==> config.mk <==
export PLATFORM = sky130hd
export DESIGN_NAME = stepper_phase_decoder
export DESIGN_NICKNAME = d
export VERILOG_FILES = /design/src/rtl/stepper_phase_decoder.sv
export SDC_FILE = /design/constraint.sdc
export NUM_CORES = 1
export LEC_CHECK = 0
export BUFFER_PORTS_ARGS = -buffer_cell sky130_fd_sc_hd__buf_2
export CORE_ASPECT_RATIO = 1.1
export CORE_MARGIN = 10
export CORE_UTILIZATION = 40
export DETAILED_ROUTE_END_ITERATION = 16
export SYNTH_ARGS = -nofsm -noshare
export SYNTH_HDL_FRONTEND = slang
export SYNTH_SLANG_ARGS = --single-unit
==> constraint.sdc <==
create_clock -name CLK -period 14.6 [get_ports CLK]
set_input_delay 2.19 -clock CLK [delete_from_list [all_inputs] [get_ports CLK]]
set_output_delay 2.19 -clock CLK [all_outputs]
set_load 0.03 [all_outputs]
==> src/rtl/stepper_phase_decoder.sv <==
// Position monitor for a stepper bridge: synchronizes and debounces the six
// phase/inhibit lines, then tracks half-step position, direction and faults.
module stepper_phase_decoder #(
   parameter int FILTER = 2,
   parameter int POS_W  = 16
) (
   input  logic             CLK,
   input  logic             RESET,
   input  logic             A,
   input  logic             B,
   input  logic             C,
   input  logic             D,
   input  logic             INH1,
   input  logic             INH2,
   input  logic             CLR_POS,
   input  logic             CLR_ERR,
   output logic [POS_W-1:0] POS,
   output logic             DIR,
   output logic             STEP,
   output logic             FULL,
   output logic             VALID,
   output logic             ERR
);

   localparam logic [5:0]    IDLE_PAT = 6'b000011;
   localparam int            CW       = $clog2(FILTER + 1);
   localparam logic [CW-1:0] CNT_SAT  = CW'(FILTER);
   localparam logic [CW-1:0] CNT_LAST = CW'(FILTER - 1);
   localparam logic [CW-1:0] CNT_ONE  = CW'(1);
   localparam logic [POS_W-1:0] ONE   = POS_W'(1);
   localparam logic [POS_W-1:0] TWO   = POS_W'(2);

   typedef enum logic {S_IDLE, S_TRACK} state_t;

   state_t          state_q, state_d;
   logic [2:0]      ref_q, ref_d;
   logic [5:0]      pins, sync1, sync2, cand, acc;
   logic [CW-1:0]   cnt;
   logic            same, accept, new_evt;
   logic            legal, err_set;
   logic [2:0]      idx, delta;
   logic [POS_W-1:0] pos_d;
   logic            dir_d, full_d, step_d, err_d;

   function automatic logic [3:0] decode(input logic [5:0] pat);
      case (pat)
         6'b010111: decode = {1'b1, 3'd0};
         6'b000101: decode = {1'b1, 3'd1};
         6'b100111: decode = {1'b1, 3'd2};
         6'b100010: decode = {1'b1, 3'd3};
         6'b101011: decode = {1'b1, 3'd4};
         6'b001001: decode = {1'b1, 3'd5};
         6'b011011: decode = {1'b1, 3'd6};
         6'b010010: decode = {1'b1, 3'd7};
         default:   decode = 4'b0000;
      endcase
   endfunction

   assign pins = {A, B, C, D, INH1, INH2};

   // Presetting to the idle pattern keeps reset release from looking like a pin change.
   always_ff @(posedge CLK or negedge RESET) begin
      if (!RESET) begin
         sync1 <= IDLE_PAT;
         sync2 <= IDLE_PAT;
         cand  <= IDLE_PAT;
         cnt   <= CNT_SAT;
         acc   <= IDLE_PAT;
      end else begin
         // NOTE: non-blocking so sync2 takes the old sync1, giving a true two-stage chain.
         sync1 <= pins;
         sync2 <= sync1;
         if (!same) begin
            cand <= sync2;
            cnt  <= CNT_ONE;
         end else if (cnt != CNT_SAT) begin
            cnt <= cnt + CNT_ONE;
         end
         if (new_evt) acc <= sync2;
      end
   end

   assign same    = (sync2 == cand);
   assign accept  = same ? (cnt == CNT_LAST) : (FILTER == 1);
   assign new_evt = accept && (sync2 != acc);
   assign VALID   = (state_q == S_TRACK);

   always_comb begin
      // NOTE: every output of this block is defaulted first so no latch can be inferred.
      state_d = state_q;
      ref_d   = ref_q;
      pos_d   = POS;
      dir_d   = DIR;
      full_d  = FULL;
      step_d  = 1'b0;
      err_set = 1'b0;
      {legal, idx} = decode(sync2);
      delta   = idx - ref_q;
      if (new_evt) begin
         case (state_q)
            S_IDLE: begin
               if (legal) begin
                  ref_d   = idx;
                  state_d = S_TRACK;
               end else if (sync2 != IDLE_PAT) begin
                  err_set = 1'b1;
               end
            end
            S_TRACK: begin
               if (legal) begin
                  ref_d = idx;
                  case (delta)
                     3'd0: ;
                     3'd1: begin pos_d = POS + ONE; dir_d = 1'b1; full_d = 1'b0; step_d = 1'b1; end
                     3'd2: begin pos_d = POS + TWO; dir_d = 1'b1; full_d = 1'b1; step_d = 1'b1; end
                     3'd7: begin pos_d = POS - ONE; dir_d = 1'b0; full_d = 1'b0; step_d = 1'b1; end
                     3'd6: begin pos_d = POS - TWO; dir_d = 1'b0; full_d = 1'b1; step_d = 1'b1; end
                     default: err_set = 1'b1;
                  endcase
               end else begin
                  state_d = S_IDLE;
                  err_set = (sync2 != IDLE_PAT);
               end
            end
         endcase
      end
      if (CLR_POS) pos_d = '0;
      // A fault raised in the same cycle as a clear request must survive.
      err_d = err_set | (ERR & ~CLR_ERR);
   end

   always_ff @(posedge CLK or negedge RESET) begin
      if (!RESET) begin
         state_q <= S_IDLE;
         ref_q   <= 3'd0;
         POS     <= '0;
         DIR     <= 1'b0;
         FULL    <= 1'b0;
         STEP    <= 1'b0;
         ERR     <= 1'b0;
      end else begin
         state_q <= state_d;
         ref_q   <= ref_d;
         POS     <= pos_d;
         DIR     <= dir_d;
         FULL    <= full_d;
         STEP    <= step_d;
         ERR     <= err_d;
      end
   end

endmodule
* Yosys cells after proc, flatten, opt, wreduce, memory -nomap -nowiden
Cells that the tools add are included.
** Cells by class
- Bitwise logic cells :: 4
- Equality and inequality tests :: 18
- Reduce and logical (&&, ||, !) cells :: 18
- $add $sub $neg :: 6
- Multiplexer cells :: 23
** Operators by type and width (count)
- two-way mux 16 bit :: 4
- one-hot mux 16 bit (4 select lines) :: 1
- one-hot mux 4 bit (8 select lines) :: 1
- equality test 6 x 5 -> 1 bit, second input constant :: 3
- equality test 6 bit, second input constant :: 3
- adder 16 x 1 -> 16 bit, second input constant :: 1
- adder 16 x 2 -> 16 bit, second input constant :: 1
- subtractor 16 x 1 -> 16 bit, second input constant :: 1
- subtractor 16 x 2 -> 16 bit, second input constant :: 1
- AND reduction 4 bit :: 3
- two-way mux 1 bit :: 11
- nonzero test 2 bit :: 5
- OR reduction 2 bit :: 4
- equality test 3 bit, second input constant :: 2
- equality test 6 x 3 -> 1 bit, second input constant :: 1
- equality test 6 x 4 -> 1 bit, second input constant :: 1
- equality test 6 bit :: 1
- != test 6 x 2 -> 1 bit, second input constant :: 1
- != test 6 bit :: 1
- one-hot mux 1 bit (2 select lines) :: 3
- nonzero test 5 bit :: 1
- OR reduction 5 bit :: 1
- two-way mux 2 bit :: 2
- OR reduction 4 bit :: 1
- other kinds (14) :: 15
** Word-level totals
- Output and inout port bits :: 21
- Register bits after elaboration :: 50
- Logic and storage cells :: 81

* Logic depth before layout (Yosys ltp)
Gate-level depths: netlist (run 1).
- Depth in word-level cells :: 10
- Gate-level depth with buffers :: 22
- Gate-level depth less buffers :: 21

* Least setup slack after synthesis (run 1)
No wires, ideal clock.
- Path kind :: reg-to-reg
- From :: reg sync2[1]
- To :: reg POS[13]
- Setup time :: 82 ps
- Setup slack :: 9821 ps
- Arrival time :: 4696 ps
- Required time :: 14518 ps
- Cell stages (with the launch flop) :: 20
- Cells stage by stage :: dfstp_2 -> nor2b_1 -> a32oi_1 -> o22a_1 -> o21a_1 -> ha_1 -> fa_1 -> nor2b_1 -> clkbuf_1 -> clkbuf_1 -> nand2_1 -> inv_1 -> ha_1 -> nor2b_1 -> o31a_1 -> nor4_1 -> o31a_1 -> o21ai_0 -> o41a_1 -> o22ai_1
** On the way
- Longest elaborated chain between the ends :: 9
- Elaborated cells on any way between the ends :: 27
- Those cells by class :: add/sub: 1; eq/ne: 14; mux: 7; reduce/logical: 5
** Ends and longest elaborated chain
- start, declared :: line 37 : logic [5:0] pins, sync1, sync2, cand, acc;
- start signal, assigned :: line 72 : sync2 <= sync1;
- equality test 6 x 5 -> 1 bit (tied with other cells) :: line 46 : case (pat)
- one-hot mux 4 bit (8 select lines) :: line 46
- subtractor 3 bit :: line 98 : delta = idx - ref_q;
- equality test 3 bit (tied with other cells) :: line 112 : case (delta)
- one-hot mux 16 bit (4 select lines) :: line 112
- two-way mux 16 bit :: line 110 : if (legal) begin
- two-way mux 16 bit :: line 100 : case (state_q)
- two-way mux 16 bit :: line 99 : if (new_evt) begin
- two-way mux 16 bit :: line 127 : if (CLR_POS) pos_d = '0;
- end signal, assigned :: line 144 : POS <= pos_d;
- end, declared :: line 17 : output logic [POS_W-1:0] POS,
Parallel ways exist; a longest one is shown, timed or not. The select of a mux whose other input is x is not followed.
A chain may end at the register's enable or synchronous reset.

* Worst setup path after layout (run 1)
- From :: reg sync2[1]
- To :: reg POS[15]
Same word-level chain as after synthesis.

==> results.cfg, run 1 <==
[logic_synthesis]
syn-num-nets = 460
syn_area_sq_um = 3827
async_flop_share_pct = 100.0
yosys_warnings = 0
syn_inst = 417
ys_seq_elements = 50
ys_seq_area_share_pct = 32.98
synth_edf_count = 0
synth_flop_cell = dfrtp_1
yosysUniqueCellTypes = 66
synth_area_per_cell_sq_um = 9.178

[power_and_ir_drop]
leakagePower_nw = 1.896
max-vdd-ir-drop_mv = 0.03511
powerDensity_nw_per_um2 = 70.08

[setup_path]
rr_worst_depth = 20
crit_type = flop to flop
endpoint = POS[15]
r2r_setup_slack_ns = 9.12
crit_start = sync2[1]
worst_setup_path_start_kind = flop
r2r-end = POS[15]
end_kind = flop
crit_required_ns = 14.80
cp.arrival_ns = 5.69
cp_max_fo = 15
timing.rr.start = sync2[1]

[cts]
cts_buffer_depth = 2
post_cts_resize_count = 0
numCtsBuffers = 5
clk_latency_ns = 0.32
clkTransAtPathRegs_ns = 0.11
htreeDepth = 2
clock-sinks = 50
cts_setup_buffers = 0
cts_tree = built
ctsHoldBuffers = 0
cts-root-buf = clkbuf_8

[timing]
hold_viol = 0
layout_min_cycle_time_ns = 5.484
fmax_mhz = 182.3
holdWs_ns = 0.3619
tns_ns = 0
relSlewSlack_pct = 40.36
rsz0062_at_grt = false
fin_crit_sh_pct = 37.56
drv_slew = 0
tightest_slew_ns = 0.8946
fin_skew_ns = 0.01738
setup_violations = 0

[placed_design]
port_buffers = 30
hpwl_microns = 6736
gp_congestion = 0.8470
dpl_cell_area_sq_um = 3998

[layout]
drive_gt1_share_pct = 16.44
antenna_cells = 0
area_growth_pct = 6.996
final_area_sq_um = 4095
fin_nets = 474

[floorplanning]
initial_core_util_pct = 40.93
core_sq_um = 9351
rows = 37
die_h_microns = 122.6
die_area_sq_um = 13890
io_pins = 31
die_w_microns = 113.3

[hold_path]
hold_path_class = flop to flop

[detailed_routing]
avgRoutedWirePerCell_microns = 16.64
drtIter0Drc = 139
drc = 0
ant_nets = 0
vias = 3102
firstDrtPassIters = 4
vias_per_cell = 5.650
routed_wl_microns = 9133

[global_route]
grtUsageTotal_pct = 13.20
grt_max_degree = 51
grt_overflow = 0
grt_pass1_wl_microns = 15170
grt_pass1_vias = 3052
antenna_found_initial = 0

[flow_run]
maxCapViolCount = 0

[status]
status = completed
## Yosys cell counts (2+ instances only)
library cell	count	share of area [%]
o31ai_1	6	1.2
ha_1	30	9.8
nor4_1	3	0.49
o211ai_1	5	0.98
o21ai_0	21	2.7
or3_1	6	0.98
nand2b_1	8	1.3
buf_2	5	0.65
a211oi_1	10	2.0
a21oi_1	23	3.0
nor2_1	31	3.0
nor2b_1	8	1.3
o21bai_1	3	0.59
a21o_1	7	1.4
o22a_1	2	0.46
nor3_2	7	1.8
fa_1	3	1.6
a31oi_1	8	1.3
buf_6	5	1.5
mux2_2	7	2.1
o31a_1	2	0.46
dfstp_2	9	6.2
nand3b_1	3	0.59
xnor2_1	25	5.7
and2_1	2	0.33
a2111oi_0	2	0.46
dfrtp_1	41	27
o22ai_1	3	0.49
nor3_1	7	0.92
xor2_1	11	2.5
and3_1	2	0.33
nand3_1	14	1.8
inv_1	20	2.0
nand4_1	4	0.65
o311a_1	2	0.52
mux2i_1	2	0.52
o21a_1	4	0.78
clkbuf_1	13	1.3
nand2_1	24	2.4
a311oi_1	3	0.69
## power by group
part / internal [mW] / leakage (nW) / switching [mW]
registers: 0.150 / 0.629 / 0.00906
logic: 0.0171 / 1.22 / 0.0206
clock network: 0.0357 / 0.0502 / 0.0546
total: 0.203 / 1.90 / 0.0843
## cell usage in the layout, fill, tap and decap left out, drive strengths merged, types with 3 or more instances in the layout
cell,count
a211oi,10
a21o,7
a21oi,23
a311oi,3
a31oi,8
and2,3
buf,32
clkbuf,5
clkinv,3
dfrtp,41
dfstp,9
fa,3
ha,30
inv,21
mux2,7
nand2,24
nand2b,8
nand3,14
nand3b,3
nand4,4
nor2,31
nor2b,8
nor3,15
nor4,3
o211ai,6
o21a,4
o21ai,21
o21bai,3
o22ai,3
o31ai,6
or3,6
xnor2,25
xor2,12
## flip-flops by register name, indices dropped and copies added (netlist names), 2 cells and up
name and flops:
POS 16, acc 6, cand 6, sync1 6, sync2 6, ref_q 3
cnt 2
## metal layers
| metal | share of wire [%] | vias to the layer above | GRT usage (%) |
|---|---|---|---|
| li1 | - | 1545 | - |
| met1 | 45 | 1497 | 16.13 |
| met4 | 1.5 | 0 | 4.286 |
| met2 | 50 | 52 | 22.77 |
| met5 | 0 | - | 0 |
| met3 | 3.6 | 8 | 2.635 |
## worst max-delay path, stage by stage, from the launching register on
cell and delay [ns]:
dfstp_2 0.67, nor2b_1 0.25, a32oi_1 0.13, o22a_1 0.20, o21a_1 0.18, ha_1 0.19
fa_1 0.41, xor2_1 0.27, nand4_1 0.19, nand2_1 0.18, nand2_1 0.11, inv_1 0.42
ha_1 0.38, a211oi_1 0.46, nand2_1 0.10, o22ai_1 0.22, o22ai_1 0.19, a41o_1 0.28
a22oi_1 0.21, mux2i_1 0.23, a31oi_1 0.09
## cells by family after synthesis
| kind of cell | Yosys count | synth area share [%] |
|---|---|---|
| compound gates | 116 | 20.76 |
| xor+xnor | 37 | 8.663 |
| buf+inv | 46 | 5.753 |
| simple gates | 126 | 17.88 |
| fa+ha+maj | 33 | 11.38 |
| flops | 50 | 32.98 |
| mux | 9 | 2.583 |
## how the worst min path moves through the flow
stage,start,end,slack (ns),cells past startpoint
after floorplan,sync1[2],sync2[2],0.33,0
after global placement,sync1[5],sync2[5],0.34,0
after detailed placement,sync1[4],sync2[4],0.34,0
after CTS,sync1[0],sync2[0],0.36,0
after global routing,sync1[0],sync2[0],0.37,0
final,sync1[0],sync2[0],0.36,0
## area by class of cell
cell class / count / area (sq um)
Clock buffer: 5 / 68.82
Inverter: 21 / 78.83
Clock inverter: 3 / 28.78
Sequential cell: 50 / 1262
Tap cell: 117 / 146.4
Fill cell: 935 / 5256
Timing Repair Buffer: 32 / 165.2
Multi-Input combinational cell: 321 / 2345
## metrics by stage
step	util, %	worst slack [ns]	power, mW	cells
CTS	43.79	9.123	0.2895	549
global placement	42.75	9.320	0.1992	541
floorplan	-	9.821	0.1896	417
detailed placement	42.75	9.165	0.2000	541
global route	43.79	8.580	0.2996	549
finish	43.79	9.116	0.2870	549
No activity file was read; power rests on OpenSTA's default activity.
==> run 2, diff against run 1 <==
==> constraint.sdc (replaced) <==
create_clock -name CLK -period 4.88 [get_ports CLK]
set_input_delay 0.732 -clock CLK [delete_from_list [all_inputs] [get_ports CLK]]
set_output_delay 0.732 -clock CLK [all_outputs]
set_load 0.03 [all_outputs]
==> results.cfg, run 2 (same netlist as run 1, synthesis figures left out) <==
[power_and_ir_drop]
powerDensity_nw_per_um2 = 213.6
max-vdd-ir-drop_mv = 0.1116
finalPower_mw = 0.9194
leakagePower_nw = 2.003

[setup_path]
cp_max_fo = 8
end_kind = flop
crit_type = flop to flop
crit_required_ns = 5.06
worst_setup_path_start_kind = flop
cp.arrival_ns = 4.76

[detailed_routing]
vias = 3141
drc = 0
ant_nets = 0
firstDrtPassIters = 4
avgRoutedWirePerCell_microns = 16.29
drtIter0Drc = 147
vias_per_cell = 5.540
routed_wl_microns = 9236

[layout]
layout_common_cells = dfrtp_1 (41), nor2_1 (31), ha_1 (30), buf_2 (30), xnor2_1 (24)
fin_nets = 492
area_growth_pct = 12.46
largest_reg_flops = 16
mostFrequentLayoutCell = dfrtp_1
antenna_cells = 0
regMostFlops = POS
multiInputGateArea_sq_um = 2392
n_fill_cell = 926
seqCellArea_sq_um = 1262
drive_gt1_share_pct = 22.22

[floorplanning]
die_h_microns = 122.6
die_area_sq_um = 13890
initial_core_util_pct = 40.93
core_sq_um = 9351
rows = 37
die_w_microns = 113.3
io_pins = 31

[timing]
tightest_slew_ns = 0.7223
fmax_mhz = 218.3
setup_violations = 0
hold_viol = 0
layout_min_cycle_time_ns = 4.580
fin_crit_sh_pct = 93.85
relSlewSlack_pct = 51.85
holdWs_ns = 0.3520
fin_skew_ns = 0.007560
drv_slew = 0

[placed_design]
gp_congestion = 0.8788
hpwl_microns = 6898
port_buffers = 30

[global_route]
antenna_found_initial = 0
grt_pass1_wl_microns = 15770
grt_overflow = 0
grtUsageTotal_pct = 13.58
grt_max_degree = 51
grt_pass1_vias = 3186

[cts]
cts_buffer_depth = 2
cts_tree = built
clkTransAtPathRegs_ns = 0.10
cts-root-buf = clkbuf_8
clk_latency_ns = 0.31
htreeDepth = 2
numCtsBuffers = 5
clock-sinks = 50

[hold_path]
hold_path_class = flop to flop

[status]
status = completed

[flow_run]
maxCapViolCount = 0
-- run 2: path summary, 6_finish.rpt --
check / startpoint / cells past startpoint / endpoint / slack, ns
hold reg to reg: sync1[5] / 0 / sync2[5] / 0.35
max in group asynchronous: RESET / 2 / POS[11] / 3.92
hold / removal: sync1[5] / 0 / sync2[5] / 0.35
min in group asynchronous: RESET / 2 / acc[5] / 0.53
setup / recovery: sync2[0] / 22 / POS[15] / 0.30
setup reg to reg: sync2[0] / 22 / POS[15] / 0.30
-- run 2: per-stage QoR --
step	worst slack, ns	setup TNS [ns]	instance area [sq um]	utilization (%)	instances
floorplan	0.1015	0	3827	-	417
global placement	0.01191	0	4118	44.03	557
detailed placement	-0.06737	-0.06737	4118	44.03	557
CTS	0.008039	0	4244	45.38	565
global route	-0.01974	-0.03906	4304	46.03	567
finish	0.3000	0	4304	46.03	567
-- run 2: repair_timing --
action,4_1_cts,5_1_grt
hold buffers,0,0
gates resized for setup,2,11
endpoints found under the setup margin,1,7
endpoints found under the hold margin,0,0
buffers inserted,0,2
pin swaps,0,1
-- run 2: final cells by class --
cell class              instances  area share, %
clock buffers                   6          1.919
clock inverters                 2         0.9012
inverters                      21          1.890
multi-input cells             321          55.58
flip-flops and latches         50          29.33
well taps                     117          3.401
repair buffers                 50          6.977
-- run 2: where the power goes --
group | internal [mW] | switching, mW
Clock | 0.169 | 0.150
Sequential | 0.449 | 0.0211
Combinational | 0.0601 | 0.0706
-- run 2: per-layer routing --
| layer | up-vias | GRT usage (%) | part of all wire [%] |
|---|---|---|---|
| li1 | 1576 | - | - |
| met1 | 1528 | 17.22 | 48 |
| met2 | 30 | 23.78 | 49 |
| met3 | 7 | 1.806 | 1.9 |
| met4 | 0 | 3.413 | 0.95 |
| met5 | - | 0 | 0 |
-- run 2: worst max-delay path: stages, from the launching register on --
cell and delay [ns]:
dfstp_2 0.61, nand2b_1 0.09, nor2_1 0.09, a32oi_1 0.06, o22a_1 0.18, o21a_1 0.18, ha_1 0.20, fa_2 0.37
xor2_1 0.21, nand4_1 0.19, nand2_2 0.14, nand2_1 0.13, inv_4 0.15, buf_4 0.19, ha_1 0.29, o21ai_0 0.13
a21oi_2 0.10, o22ai_2 0.21, o22ai_2 0.15, a41o_1 0.25, a22oi_1 0.18, mux2i_1 0.26, a31oi_1 0.11
==> run 3, diff against run 2 <==
==> constraint.sdc (replaced) <==
create_clock -name CLK -period 4.1 [get_ports CLK]
set_input_delay 0.615 -clock CLK [delete_from_list [all_inputs] [get_ports CLK]]
set_output_delay 0.615 -clock CLK [all_outputs]
set_load 0.03 [all_outputs]
==> results.cfg, run 3 (same netlist as run 1, synthesis figures left out) <==
[setup_path]
timing.rr.start = sync2[0]
cp_max_fo = 8
end_kind = flop
crit_start = sync2[0]
crit_required_ns = 4.28
cpPeakStageDelay_ns = 0.60
crit_type = flop to flop
r2r_setup_slack_ns = -0.20
r2r-end = POS[15]
path_cells = nand2b_4 -> nor2_4 -> a32oi_2 -> o22a_1 -> o21a_1 -> ha_2 -> fa_2 -> xor2_2 -> nand4_1 -> nand2_2 -> nand2_4 -> clkinv_8 -> ha_4 -> nand3_1 -> o211ai_1 -> o22ai_4 -> o22ai_4 -> nand4_1 -> a22oi_2 -> mux2i_1 -> a31oi_1
worst_setup_path_start_kind = flop
rr_worst_depth = 21
cp.arrival_ns = 4.48
endpoint = POS[15]
cpMaxStageDelayCell = dfstp_2

[timing]
fmax_mhz = 232.8
setup_violations = 7
layout_min_cycle_time_ns = 4.296
holdWs_ns = 0.3564
rsz0062_at_grt = true
hold_viol = 0
setup_ws_ns = -0.1964
fin_skew_ns = 0.01160
tightest_slew_ns = 0.6455
fin_crit_sh_pct = 104.8
relSlewSlack_pct = 56.96
drv_slew = 0

[status]
violations = setup timing
status = complete, but fails checks

[detailed_routing]
firstDrtPassIters = 4
avgRoutedWirePerCell_microns = 16.78
ant_nets = 0
wl_met1_microns = 4445
dr_wl_met2_microns = 5728
met3_wirelength_microns = 411
vias_per_cell = 5.488
vias = 3518
drtIter0Drc = 191
drc = 0
routed_wl_microns = 10760
routed.top_layer = met4

[layout]
largest_reg_flops = 16
n_fill_cell = 834
fin_nets = 566
regMostFlops = POS
drive_gt1_share_pct = 42.94
final_util_pct = 57.04
mostFrequentLayoutCell = buf_4
area_growth_pct = 39.36
layout_common_cells = buf_4 (88), dfrtp_1 (41), buf_2 (30)
multiInputGateArea_sq_um = 2821
seqCellArea_sq_um = 1262
final_area_sq_um = 5334
fin_cells = 641
antenna_cells = 0

[floorplanning]
initial_core_util_pct = 40.93
die_area_sq_um = 13890
die_h_microns = 122.6
die_w_microns = 113.3
rows = 37
core_sq_um = 9351
io_pins = 31

[hold_path]
hold_path_class = flop to flop
hold_depth = 0

[global_route]
grt_pass1_wl_microns = 17530
grt_max_degree = 51
antenna_found_initial = 0
grt_pass1_vias = 3591
grt_overflow = 0
grtUsageTotal_pct = 15.20

[power_and_ir_drop]
powerDensity_nw_per_um2 = 209.2
max-vdd-ir-drop_mv = 0.1366
leakagePower_nw = 2.407

[cts]
cts_buffer_depth = 2
clk_latency_ns = 0.32
htreeDepth = 2
cts-root-buf = clkbuf_8
clock-sinks = 50
clkTransAtPathRegs_ns = 0.10
ctsHoldBuffers = 0
cts_tree = built
numCtsBuffers = 5

[flow_run]
maxCapViolCount = 0

[placed_design]
port_buffers = 30
dp_slack_ns = -0.3285
dp_cells = 612
hpwl_microns = 7673
gp_congestion = 0.8474
dpl_cell_area_sq_um = 4738
-- run 3: timing repair --
item,4_1_cts,5_1_grt
buffers inserted,13,9
setup endpoints to repair,10,11
gates resized for setup,33,29
pin swaps,37,22
-- run 3: layer usage --
layer | global-route usage, % | up-vias
li1 | - | 1725
met1 | 17.25 | 1723
met2 | 28.53 | 59
met3 | 2.587 | 11
met4 | 4.206 | 0
met5 | 0 | -
-- run 3: stage by stage --
step / setup TNS, ns / total power [mW]
4_1_cts: -0.5150 / 1.127
2_1_floorplan: -0.1229 / 0.6821
3_5_place_dp: -1.746 / 0.7420
6_report: -0.7355 / 1.116
5_1_grt: -2.976 / 1.167
3_3_place_gp: -0.7652 / 0.7366
-- run 3: layout make-up --
class | instances | area share [%]
Clock inverter | 3 | 0.9148
Tap cell | 117 | 2.745
Inverter | 21 | 1.853
Clock buffer | 5 | 1.290
Multi-Input combinational cell | 321 | 52.90
Timing Repair Buffer | 124 | 16.63
Sequential cell | 50 | 23.67
-- run 3: worst min-delay path by stage --
stage / from / endpoint / slack [ns]
global placement: sync1[4] / sync2[4] / 0.33
CTS: sync1[2] / sync2[2] / 0.36
global route: sync1[2] / sync2[2] / 0.37
detailed placement: sync1[2] / sync2[2] / 0.34
finish: sync1[2] / sync2[2] / 0.36
floorplan: RESET / DIR / 0.32
-- run 3: worst max-delay path, delay by kind of cell, from the launching register on --
family / cells / cell delay, ns
AO/OA/AOI/OAI: 8 / 1.48
XOR/XNOR: 1 / 0.17
adder cells (fa/ha/maj): 3 / 0.89
buffers and inverters: 1 / 0.09
flip-flops: 1 / 0.60
multiplexers: 1 / 0.20
AND/OR/NAND/NOR: 7 / 0.73
-- run 3: report_power, final --
| part | internal, mW | leakage, nW | switching [mW] |
|---|---|---|---|
| clock | 0.186 | 0.0563 | 0.189 |
| combinational | 0.0898 | 1.72 | 0.0924 |
| sequential | 0.534 | 0.629 | 0.0243 |
| total | 0.810 | 2.41 | 0.306 |
